**config.mk**
```make
export PLATFORM = sky130hd
export DESIGN_NAME = sync_fifo_in
export DESIGN_NICKNAME = d
export VERILOG_FILES = /design/src/rtl/sync_fifo_in.sv
export SDC_FILE = /design/constraint.sdc
export NUM_CORES = 1
export LEC_CHECK = 0
export ABC_AREA = 1
export CORE_UTILIZATION = 35
export CTS_CLUSTER_SIZE = 14
export DETAILED_ROUTE_END_ITERATION = 16
export PLACE_DENSITY = 0.73
export REMOVE_ABC_BUFFERS = 1
export SLEW_MARGIN = 20
export SYNTH_ARGS = -nofsm -noshare
export SYNTH_HDL_FRONTEND = slang
export SYNTH_SLANG_ARGS = --single-unit
```
**constraint.sdc**
```tcl
create_clock -name clk_i -period 4.5 [get_ports clk_i]
set_input_delay 0.9 -clock clk_i [delete_from_list [all_inputs] [get_ports clk_i]]
set_output_delay 0.9 -clock clk_i [all_outputs]
set_load 0.01 [all_outputs]
```
**src/rtl/sync_fifo_in.sv**
```systemverilog
`default_nettype none
// ----------------------------------------------------------------------------
// sync_fifo_in : write-side pointer/flag controller of a split synchronous FIFO
// Revision 1.0
// ----------------------------------------------------------------------------
module sync_fifo_in #(
  parameter int DATA_WIDTH         = 16,
  parameter int ADDR_WIDTH         = 4,
  parameter int ALMOST_FULL_THRESH = 14,
  parameter int DROP_CNT_WIDTH     = 8
) (
  input  logic                      clk_i,
  input  logic                      resetn_i,
  input  logic                      fifo_write_en_h_i,
  input  logic [DATA_WIDTH-1:0]     fifo_write_data_i,
  output logic                      fifo_full_h_o,
  output logic                      fifo_almost_full_h_o,
  output logic [ADDR_WIDTH:0]       fifo_level_o,
  output logic                      fifo_overflow_h_o,
  input  logic                      fifo_overflow_clr_h_i,
  output logic [DROP_CNT_WIDTH-1:0] fifo_drop_count_o,
  input  logic [ADDR_WIDTH:0]       read_addr_i,
  output logic [ADDR_WIDTH:0]       write_addr_o,
  output logic                      mem_write_en_o,
  output logic [ADDR_WIDTH-1:0]     mem_write_addr_o,
  output logic [DATA_WIDTH-1:0]     mem_write_data_o
);

  localparam int                      PTR_W       = ADDR_WIDTH + 1;
  localparam logic [PTR_W-1:0]        C_DEPTH     = PTR_W'(2 ** ADDR_WIDTH);
  localparam logic [PTR_W-1:0]        C_AF_THRESH = PTR_W'(ALMOST_FULL_THRESH);
  localparam logic [PTR_W-1:0]        C_PTR_ONE   = PTR_W'(1);
  localparam logic [DROP_CNT_WIDTH-1:0] C_CNT_MAX = {DROP_CNT_WIDTH{1'b1}};
  localparam logic [DROP_CNT_WIDTH-1:0] C_CNT_ONE = DROP_CNT_WIDTH'(1);

  logic [PTR_W-1:0]          wr_ptr_q, wr_ptr_d;
  logic                      overflow_q, overflow_d;
  logic [DROP_CNT_WIDTH-1:0] drop_cnt_q, drop_cnt_d;

  logic [PTR_W-1:0] w_level;
  logic             w_full;
  logic             w_accept;
  logic             w_drop;

  // Extra pointer MSB distinguishes full from empty; modular difference is the level.
  assign w_level  = wr_ptr_q - read_addr_i;
  assign w_full   = (w_level == C_DEPTH);
  assign w_accept = fifo_write_en_h_i & ~w_full;
  assign w_drop   = fifo_write_en_h_i &  w_full;

  always_comb begin
    wr_ptr_d   = wr_ptr_q;
    overflow_d = overflow_q;
    drop_cnt_d = drop_cnt_q;
    if (w_accept) begin
      wr_ptr_d = wr_ptr_q + C_PTR_ONE;
    end
    // A drop in the same cycle as a clear wins, so the count restarts at one.
    if (w_drop) begin
      overflow_d = 1'b1;
      if (fifo_overflow_clr_h_i) begin
        drop_cnt_d = C_CNT_ONE;
      end else if (drop_cnt_q != C_CNT_MAX) begin
        drop_cnt_d = drop_cnt_q + C_CNT_ONE;
      end
    end else if (fifo_overflow_clr_h_i) begin
      overflow_d = 1'b0;
      drop_cnt_d = '0;
    end
  end

  always_ff @(posedge clk_i or negedge resetn_i) begin
    if (!resetn_i) begin
      wr_ptr_q   <= '0;
      overflow_q <= 1'b0;
      drop_cnt_q <= '0;
    end else begin
      wr_ptr_q   <= wr_ptr_d;
      overflow_q <= overflow_d;
      drop_cnt_q <= drop_cnt_d;
    end
  end

  assign fifo_full_h_o        = w_full;
  assign fifo_almost_full_h_o = (w_level >= C_AF_THRESH);
  assign fifo_level_o         = w_level;
  assign fifo_overflow_h_o    = overflow_q;
  assign fifo_drop_count_o    = drop_cnt_q;
  assign write_addr_o         = wr_ptr_q;
  assign mem_write_en_o       = w_accept;
  assign mem_write_addr_o     = wr_ptr_q[ADDR_WIDTH-1:0];
  assign mem_write_data_o     = fifo_write_data_i;

endmodule
`default_nettype wire

```
==> flow_metrics.env, run 1 <==
export IMPL_grt_pass1_vias=951
export IMPL_worstSkewPairLatency_ns=0.28
export IMPL_finClkSkew_ns=0.00269
export IMPL_end_kind="primary output"
export IMPL_grt_remaining_overflow=0
export IMPL_fin_crit_sh_pct=91.4
export IMPL_antenna_found_initial=0
export IMPL_syn_inst=163
export IMPL_synth_enable_flop_cells=0
export IMPL_drt_iter0_markers=34
export IMPL_path_class="primary input to primary output"
export IMPL_synth_top_area_cell="dfrtp_1"
export IMPL_htreeDepth=1
export IMPL_final_layout_size_suffix_gt1_share_pct=11.2
export IMPL_finalSetupTns_ns=0
export IMPL_nets=211
export IMPL_maxCapViolations=0
export IMPL_setup_viol=0
export IMPL_crit_fanout=12
export IMPL_fp_dieW_um=61.8
export IMPL_wire_per_inst_um=12.5
export IMPL_cts_resized=0
export IMPL_coreArea_um2=3390
export IMPL_io_buffers=34
export IMPL_rsz0062_at_grt="no"
export IMPL_instances_no_fill=224
export IMPL_dieArea_um2=3820
export IMPL_cts_sinks=14
export IMPL_vias=1072
export IMPL_finish_utilization_pct=44.5
export IMPL_synth_cell_types=28
export IMPL_crit_required_ns=3.60
export IMPL_numCtsBuffers=3
export IMPL_netlist_top_cells_count="nand2_1 (35), buf_4 (20), inv_1 (19), nand3_1 (19), dfrtp_1 (14)"
export IMPL_via_per_inst=4.79
export IMPL_path_clk_slew_ns=0.09
export IMPL_syn_area_um2=1250
export IMPL_status="completed"
export IMPL_power_density_nw_per_um2=543
export IMPL_finalPower_mw=0.819
export IMPL_grt_usage_pct=15.8
export IMPL_slew_violations=0
export IMPL_syn_area_per_cell_um2=7.68
export IMPL_synthFlopType="dfrtp_1"
export IMPL_hpwlAfterDp_um=2180
export IMPL_netlist_area_leader_share_pct=28.0
export IMPL_postCtsSetupBuffers=0
export IMPL_synth_seq_area_share_pct=28.0
export IMPL_timing_rr_start="write_addr_o[0]$_DFFE_PN0P_"
export IMPL_async_reset_ff_share_pct=100
export IMPL_synth_warnings=0
export IMPL_worst_hold_slack_ns=0.544
export IMPL_totalWireLength_um=2810
export IMPL_cts_hold_buf=0
export IMPL_ant_nets=0
export IMPL_leakage_nw=0.732
export IMPL_crit_top_cell="clkdlybuf4s50_1"
export IMPL_grt_pass1_wl_um=4410
export IMPL_cp_arrival_ns=3.21
export IMPL_synth_seq_cells=14
export IMPL_ios=67
export IMPL_row_count=21
export IMPL_worst_pin_slew_ns=0.631
export IMPL_syn_to_final_growth_pct=20.5
export IMPL_start_kind="primary input"
export IMPL_die_y_um=61.8
export IMPL_vdd_drop_max_uv=229
export IMPL_initial_core_util_pct=36.9
export IMPL_synth_area_top_cells="dfrtp_1 (28%), buf_4 (12%), nand2_1 (11%)"
export IMPL_finalHoldViolations=0
export IMPL_root_buffer="clkbuf_4"
export IMPL_fmax_ghz=0.243
export IMPL_hp_start="fifo_overflow_h_o$_DFFE_PN0P_"
export IMPL_hp_class="flop to flop"
export IMPL_worstPathCellList="clkdlybuf4s50_1 > ha_1 > fa_1 > nand2_1 > nor2_4 > nand3_4 > nor2_8 > clkdlybuf4s50_1"
export IMPL_synth_most_common_cell="nand2_1"
export IMPL_setup_worst_path_start="read_addr_i[0]"
export IMPL_cts_buffer_depth=2
export IMPL_routabilityCongestion=0.833
export IMPL_dp_cells=220
export IMPL_grt_max_degree=16
export IMPL_period_minus_slack_ns=4.11
export IMPL_first_pass_iters=4
export IMPL_drcViolationCount=0
export IMPL_slew_headroom_pct=57.8
export IMPL_cts_tree="built"
export IMPL_slowest_delay_ns=0.59
export IMPL_insertedDiodeCount=0
export IMPL_cp_slowest_cell="clkdlybuf4s50_1"
power by group:
part	leakage [nW]	switching, mW	total [mW]	internal (mW)
Combinational	0.523	0.273	0.534	0.260
Sequential	0.188	0.0383	0.192	0.153
Clock	0.0210	0.0447	0.0939	0.0492
state kept, by name (all words and copies together), names as in the netlist:
name / count
fifo_drop_count_o: 8
fifo_overflow_h_o: 1
write_addr_o: 5
cell families after synthesis:
family	share of synthesized area, %
xor gates and xnor gates	3.50
DFF	28.0
and+or+nand+nor	36.1
buffers and inverters	21.7
AOI/OAI and AO/OA	3.10
adders and majority gates	7.60
final timing paths:
path,endpoint,slack [ns],cells after the start
min,fifo_overflow_h_o$_DFFE_PN0P_,0.54,1
max reg2reg,fifo_drop_count_o[7]$_DFFE_PN0P_,2.26,10
min in group asynchronous,fifo_drop_count_o[5]$_DFFE_PN0P_,1.00,1
min reg2reg,fifo_overflow_h_o$_DFFE_PN0P_,0.54,1
max in group asynchronous,write_addr_o[0]$_DFFE_PN0P_,3.10,1
max,fifo_full_h_o,0.39,8
per-stage QoR:
step                      setup slack [ns]  instance area, um^2
after global placement               0.447                 1470
after floorplan                       1.42                 1070
after global routing                 0.284                 1510
final                                0.387                 1510
after detailed placement             0.384                 1470
after CTS                            0.385                 1510
layout by cell type, fill, tap and decap left out:
cell,synthesis,final
nand3_2,1,1
nor2_8,2,2
xor2_1,4,4
nor2_2,1,1
a21oi_1,3,3
clkbuf_4,1,3
a22o_1,1,1
fa_1,1,1
ha_1,6,6
nand2_1,35,35
clkdlybuf4s50_1,0,34
nand4_1,10,10
xnor2_1,1,1
clkbuf_8,0,1
and2_1,1,1
nand2_4,1,1
o21ai_1,3,3
inv_2,5,5
nand3_4,2,2
clkinv_1,1,1
nor2_4,1,1
nor3_1,1,1
dfrtp_1,14,14
nand3_1,19,19
inv_1,19,19
nand2_2,3,3
nor2_1,5,5
metal layers:
layer	track usage [%]	part of all wire [%]	routed length [um]
met4	4.76	0.46	13
met2	21.8	44	1220
met1	22.1	48	1340
met5	5.71	0	0
met3	6.00	8.0	224
worst max-delay path: cells and delay by family:
kind	cells	cell delay, ns
buffers and inverters	2	1.00
and+or+nand+nor	4	0.58
adders and majority gates	2	0.73
layout make-up:
class	count	area (um^2)
Multi-Input combinational cell	101	629
Timing Repair Buffer	34	340
Sequential cell	14	350
Fill cell	335	1880
Clock buffer	4	36.3
Tap cell	46	57.6
Inverter	25	93.8
Note: power is estimated with default switching activity, not from simulation.
==> run 2: changes to the inputs <==
==> constraint.sdc (replaced) <==
create_clock -name clk_i -period 4.5 [get_ports clk_i]
set_input_delay 0.9 -clock clk_i [delete_from_list [all_inputs] [get_ports clk_i]]
set_output_delay 0.9 -clock clk_i [all_outputs]
set_load 0.02 [all_outputs]
==> run 2 against run 1 <==
  * Sequential share of layout area is the same
  * Clock skew grew 0.0060 ns
  * Via count grew 0.47%
  * Routed wire length shrank 0.46%
  * Worst setup slack lost 0.057 ns
  * Critical path depth grew 3
==> flow_metrics.env, run 2 (synthesis results as in run 1) <==
export IMPL_vias=1077
export IMPL_vdd_drop_max_uv=236
export IMPL_first_pass_iters=4
export IMPL_setup_viol=0
export IMPL_power_density_nw_per_um2=589
export IMPL_layout_common_cells="nand2_1 (35), clkdlybuf4s50_1 (34), inv_1 (19), nand3_1 (19), dfrtp_1 (14)"
export IMPL_finalHoldViolations=0
export IMPL_row_count=21
export IMPL_cts_resized=0
export IMPL_htreeDepth=1
export IMPL_drcViolationCount=0
export IMPL_insertedDiodeCount=0
export IMPL_ff2ff_path_depth=11
export IMPL_rsz0062_at_grt="no"
export IMPL_leakage_nw=0.732
export IMPL_fmax_ghz=0.240
export IMPL_fin_area_um2=1510
export IMPL_hp_class="flop to flop"
export IMPL_wire_per_inst_um=12.5
export IMPL_cts_buffer_depth=2
export IMPL_grt_usage_pct=15.4
export IMPL_fp_dieW_um=61.8
export IMPL_switching_share_pct=47.8
export IMPL_io_buffers=34
export IMPL_slew_headroom_pct=58.7
export IMPL_cellInternalPower_mw=0.463
export IMPL_power_frac_seq_pct=21.6
export IMPL_place_area_um2=1470
export IMPL_drt_iter0_markers=56
export IMPL_postCtsSetupBuffers=0
export IMPL_period_minus_slack_ns=4.17
export IMPL_grt_pass1_wl_um=4330
export IMPL_slew_violations=0
export IMPL_finalSetupTns_ns=0
export IMPL_antenna_found_initial=0
export IMPL_status="completed"
export IMPL_cts_tree="built"
export IMPL_initial_core_util_pct=36.9
export IMPL_largest_register_ffs=8
export IMPL_detailedPlace_worstSlack_ns=0.334
export IMPL_die_y_um=61.8
export IMPL_grt_max_degree=16
export IMPL_totalWireLength_um=2790
export IMPL_dieArea_um2=3820
export IMPL_start_kind="primary input"
export IMPL_finish_utilization_pct=44.5
export IMPL_worst_slack_ns=0.330
export IMPL_cts_hold_buf=0
export IMPL_whs_path_depth=1
export IMPL_root_buffer="clkbuf_4"
export IMPL_comb_power_share_pct=68.0
export IMPL_nets=211
export IMPL_cts_sinks=14
export IMPL_final_layout_size_suffix_gt1_share_pct=11.2
export IMPL_ios=67
export IMPL_path_class="primary input to primary output"
export IMPL_layout_commonest_cell="nand2_1"
export IMPL_grt_remaining_overflow=0
export IMPL_maxCapViolations=0
export IMPL_crit_fanout=12
export IMPL_numCtsBuffers=3
export IMPL_path_clk_slew_ns=0.08
export IMPL_ant_nets=0
export IMPL_cp_arrival_ns=3.27
export IMPL_hpwlAfterDp_um=2180
export IMPL_syn_to_final_growth_pct=20.5
export IMPL_end_kind="primary output"
export IMPL_pwr_share_clk_pct=10.4
export IMPL_crit_required_ns=3.60
export IMPL_worst_pin_slew_ns=0.618
export IMPL_fin_crit_sh_pct=92.7
export IMPL_netSwitchingPower_mw=0.425
export IMPL_worstSkewPairLatency_ns=0.28
export IMPL_coreArea_um2=3390
export IMPL_via_per_inst=4.81
export IMPL_finClkSkew_ns=0.00864
export IMPL_routabilityCongestion=0.833
export IMPL_grt_pass1_vias=959
==> run 2: worst max-delay path: stages <==
cell	delay, ns
clkdlybuf4s50_1	0.40
ha_1	0.23
fa_1	0.39
inv_1	0.10
nand3_1	0.10
nand2_1	0.09
nand2_1	0.06
nand2_2	0.13
nor2_8	0.10
nor2_8	0.15
clkdlybuf4s50_1	0.63
==> run 2: layout make-up <==
cell class	instances	area, um^2
clock buffers	4	36.3
fillers	328	1880
inverters	25	93.8
multi-input cells	101	629
flip-flops and latches	14	350
well taps	46	57.6
repair buffers	34	340
==> run 2: path summary, 6_finish.rpt <==
check | from | to | slack, ns
min in group asynchronous | resetn_i | fifo_drop_count_o[4]$_DFFE_PN0P_ | 0.99
worst max-delay path | read_addr_i[0] | mem_write_en_o | 0.33
max in group asynchronous | resetn_i | write_addr_o[1]$_DFFE_PN0P_ | 3.10
worst min-delay path | fifo_overflow_h_o$_DFFE_PN0P_ | fifo_overflow_h_o$_DFFE_PN0P_ | 0.54
worst max register to register | write_addr_o[0]$_DFFE_PN0P_ | fifo_drop_count_o[4]$_DFFE_PN0P_ | 2.26
worst min register to register | fifo_overflow_h_o$_DFFE_PN0P_ | fifo_overflow_h_o$_DFFE_PN0P_ | 0.54
==> run 2: power by group through the flow <==
stage / registers, mW / clock network, mW / logic (mW)
after CTS: 0.193 / 0.0945 / 0.608
after floorplan: 0.244 / 0 / 0.315
after global routing: 0.198 / 0.101 / 0.652
final: 0.192 / 0.0920 / 0.604
after global placement: 0.195 / 0 / 0.600
after detailed placement: 0.196 / 0 / 0.605
==> run 2: stage by stage <==
step / total power [mW] / std cells / hold slack [ns]
floorplan: 0.559 / 140 / 0.604
global placement: 0.795 / 220 / 0.540
detailed placement: 0.801 / 220 / 0.502
CTS: 0.896 / 224 / 0.543
global route: 0.951 / 224 / 0.577
finish: 0.888 / 224 / 0.542
==> run 2: layer usage <==
layer	share of wire, %	vias up	track usage (%)
met5	0	-	5.71
met4	0	0	2.54
met3	9.2	0	8.07
met2	43	47	22.7
met1	48	493	19.8
li1	-	537	-
==> variant 1, RTL diff (settings of run 1) <==
Change the parameter `ALMOST_FULL_THRESH` from 14 to 7.
--- a/src/rtl/sync_fifo_in.sv
+++ b/src/rtl/sync_fifo_in.sv
@@ -7,5 +7,5 @@
   parameter int DATA_WIDTH         = 16,
   parameter int ADDR_WIDTH         = 4,
-  parameter int ALMOST_FULL_THRESH = 14,
+  parameter int ALMOST_FULL_THRESH = 7,
   parameter int DROP_CNT_WIDTH     = 8
 ) (
Check against the original RTL: not equivalent (Yosys sat finds a counterexample within 4 cycles, from zero or initial values and one cycle with resetn_i low).
==> variant 1 against run 1 <==
- total power rose by 2.6%
- sequential cell count is the same
- area after synthesis grew 1.9%
- worst setup slack improved by 36 ps
- register-to-register slack better by 70 ps
- highest routed layer unchanged
- routed wire length rose by 1.6%
- cell count shrank 1.3%
- count of clock-buffer cells in the layout is the same
- combinational power rose by 3.9%
- largest cell class unchanged
- via count down 2.2%
- final area is 1.0% higher
==> variant 1: results (changes against run 1) <==
Peak VDD IR 0.0002071 V (-9.7%); leakage 0.7406 nW (+1.2%); P_int 0.4702 mW (+1.6%); GRT Util Overall 14.70% (-1.1 points); crit-path max cell delay 570 ps (-20 ps); Synth top cells by count 30 x nand2_1, 23 x nand3_1, 22 x inv_1; vias in the first global route 1003 (+5.5%); # nets final 208 (-1.4%); status finished, final reports clean; wire per inst 12.90 µm (+3.0%); crit path to mem_write_en_o; M1 wire length 1.266 mm (-5.7%); Placed Instances 217 (-1.4%); placed cell area 1486 µm² (+1.0%); slew at the pin closest to its max-slew limit 646.9 ps (+15.65 ps); synth unique cells 29 (+3.6%); Seq/Total Area, Yosys 27.48% (-0.52 points); met3 Track Usage GR 7.353% (+1.3 points); FF-to-FF Start write_addr_o[0]; FF-to-FF End fifo_drop_count_o[5]; Final HPWL DP 2.260 mm (+3.6%); sw frac 44.06% (+0.55 points); total combinational power 0.555 mW (+3.9%); Top FF cell, synth dfrtp_1; clk_skew 7.831 ps (+5.139 ps); post-place setup slack 418.9 ps (+34.93 ps); WL final 2.851 mm (+1.6%); Max FO, Critical Path 10 (-2); met1 GRT Util 17.92% (-4.2 points); Synth Instances 160 (-1.8%); largest net degree at the start of global routing 15 (-1); vias per inst 4.742 (-0.91%); DR iter-0 viols 32 (-5.9%); Final GP Congestion 0.8099 (-2.7%); wire length on met3 285 µm (+27%); M2 GR Usage 21.84% (+0.028 points)
## variant 1: cell types whose count changed after synthesis, sizes merged, moves of 2 or more
cell     delta
nand4       -9
nand3       +3
o2111ai     +2
or2         +2
nand2       -4
xor2        +2
## variant 1: critical path: cells and delay by family
family / cells / cell delay, ps
adders and majority gates: 2 / 610
buffers and inverters: 3 / 1080
and+or+nand+nor: 6 / 590
## variant 1: cells by family (layout without fill, tap and decap cells)
kind of cell	count (synthesis)	in the layout	share of synthesized area, %
flip-flops	14	14	27.48
buffers and inverters	47	62	21.69
XOR/XNOR	7	7	4.809
AO/OA/AOI/OAI	9	9	4.318
AND/OR/NAND/NOR	76	76	34.25
adder cells (fa/ha/maj)	7	7	7.458
## variant 1: final cells by class
class	count	area, µm²
well taps	46	57.56
multi-input cells	99	648.1
repair buffers	34	340.3
flip-flops and latches	14	350.3
inverters	24	90.09
clock buffers	4	36.28
fillers	340	1893
==> variant 2, RTL diff (settings of run 1) <==
Made on the original files. Register the output `fifo_overflow_h_o` once more; this adds one clock of latency there. The other outputs are not delayed to match.
--- a/src/rtl/sync_fifo_in.sv
+++ b/src/rtl/sync_fifo_in.sv
@@ -85,5 +85,7 @@
   assign fifo_almost_full_h_o = (w_level >= C_AF_THRESH);
   assign fifo_level_o         = w_level;
-  assign fifo_overflow_h_o    = overflow_q;
+  always_ff @(posedge clk_i) begin
+    fifo_overflow_h_o <= overflow_q;
+  end
   assign fifo_drop_count_o    = drop_cnt_q;
   assign write_addr_o         = wr_ptr_q;
Check against the original RTL: not equivalent (Yosys sat finds a counterexample within 4 cycles, from zero or initial values and one cycle with resetn_i low).
==> variant 2 against run 1 <==
- worst setup slack improved by 8.9 ps
- core utilization barely moved
- total power fell by 1.1%
- sequential cell count rose by 1
- clock power fell by 22%
- worst hold slack got worse by 160 ps
- synthesized cell count rose by 0.61%
- final area rose by 0.66%
- combinational power barely moved
- routed wire length rose by 0.14%
- clock skew rose by 2.7 ps
- area after synthesis rose by 1.6%
==> variant 2: results (changes against run 1) <==
Seq/Total Area, Yosys 29.13% (+1.1 points); leakage 0.7342 nW (+0.29%); vias per inst 4.649 (-2.9%); Final Hold Vio Count 0 (unchanged); H-tree Lvls 1 (unchanged); FF-to-FF End fifo_drop_count_o[6]; FF-to-FF Start write_addr_o[0]; share of layout cells above drive strength 1 10.61% (-0.62 points); Synth Instances 164 (+0.61%); cts bufs inserted 3 (unchanged); DR iter-0 viols 33 (-2.9%); vias in the first global route 984 (+3.5%); # port buffers 34 (unchanged); n_diodes 0 (unchanged); clk_skew 5.408 ps (+2.715 ps); initial antenna violation count 0 (unchanged); Post-CTS Resized 0 (unchanged); GRT Util Overall 15.53% (-0.25 points); worst min-delay path class reg -> reg; clock latency on the worst-skew pair 280 ps (about the same); Post-synth ARST share 93.33% (-6.7 points); Yosys warning count 0 (unchanged); final non-filler cell total 225 (+0.45%); Top FF cell, synth dfrtp_1; Final HPWL DP 2.326 mm (+6.7%); WL final 2.809 mm (+0.14%); largest net degree at the start of global routing 16 (unchanged); CTS max path bufs 2 (unchanged); CP Launch Type input port; Root Driver clkbuf_4; Max stage delay cell, worst path clkdlybuf4s50_1; crit-path max cell delay 590 ps (about the same); Max FO, Critical Path 12 (unchanged); delay-heaviest family, CP buffers and inverters; Rel. slew slack 59.19% (+1.4 points); status finished, final reports clean; Hold Path End fifo_overflow_h_o; Reg clk slew, reported paths 70 ps (-20 ps); dominant cells by area after synthesis dfrtp_1 28%, buf_4 12%, nand2_1 10%, nand3_1 7.5%, ha_1 5.9%; worst hold path stage count 0 (-1); synth unique cells 29 (+3.6%); # Post-CTS Setup Buffers 0 (unchanged); Reg2Reg Setup Slack 2270 ps; hold_sp overflow_q; Synth top cells by count 35 x nand2_1, 20 x buf_4, 19 x inv_1, 19 x nand3_1, 14 x dfrtp_1; Peak VDD IR 0.0002029 V (-12%); Worst Reg-to-Reg Cells 10 (unchanged); Pre-antenna DRT Iters 4 (unchanged); Placed Instances 221 (+0.45%); Critical Path AT 3200 ps (about the same); first-pass GRT wire length 4.719 mm (+7.0%); # nets final 212 (+0.47%); Final GP Congestion 0.7840 (-5.9%); max FFs per register 8 (unchanged)
## variant 2: cell count changes in the layout (fill, tap and decap cells not counted)
cell	run 1	this run
clkbuf_8	1	0
dfxtp_1	0	1
clkbuf_1	0	1
## variant 2: how the worst max path moves through the flow
stage                   start             end  cells after the start
2_1_floorplan  read_addr_i[0]  mem_write_en_o                      7
3_3_place_gp   read_addr_i[0]   fifo_full_h_o                      8
3_5_place_dp   read_addr_i[0]   fifo_full_h_o                      8
4_1_cts        read_addr_i[0]   fifo_full_h_o                      8
5_1_grt        read_addr_i[0]  mem_write_en_o                     11
6_report       read_addr_i[0]   fifo_full_h_o                      8
## variant 2: routing by layer
layer	part of all wire [%]	vias to the layer above	global-route usage, %
met1	46	470	18.88
met5	0	-	6.944
met3	10	2	10.85
met4	0.50	0	2.616
li1	-	538	-
met2	43	36	21.98
## variant 2: cell type report
type / count / area, µm²
sequential: 15 / 370.4
fill: 357 / 1898
multi-input combinational: 101 / 629.4
timing repair buffer: 34 / 340.3
inverter: 25 / 93.84
tap: 46 / 57.56
clock buffer: 4 / 26.28
## variant 2: logic make-up after synthesis
logic type / count (synthesis) / share of synthesized area [%]
AO/OA/AOI/OAI: 7 / 3.051
AND/OR/NAND/NOR: 82 / 35.53
XOR/XNOR: 5 / 3.445
flip-flops: 15 / 29.13
buffers and inverters: 48 / 21.36
adder cells (fa/ha/maj): 7 / 7.480
## variant 2: metrics by stage
step           setup slack, ps  hold slack (ps)  area (µm²)  util (%)
2_1_floorplan             1417            348.3        1094         -
3_3_place_gp             443.0            360.1        1491     43.66
3_5_place_dp             378.6            364.4        1491     43.66
4_1_cts                  380.8            383.5        1518     44.43
5_1_grt                  283.2            404.1        1518     44.43
6_report                 396.1            381.3        1518     44.43
## variant 2: report_power, final
| group | switching, mW | leakage (nW) | internal [mW] |
|---|---|---|---|
| registers | 0.0382 | 0.196 | 0.165 |
| logic | 0.272 | 0.523 | 0.261 |
| clock network | 0.0390 | 0.0150 | 0.0344 |
| total | 0.349 | 0.734 | 0.461 |
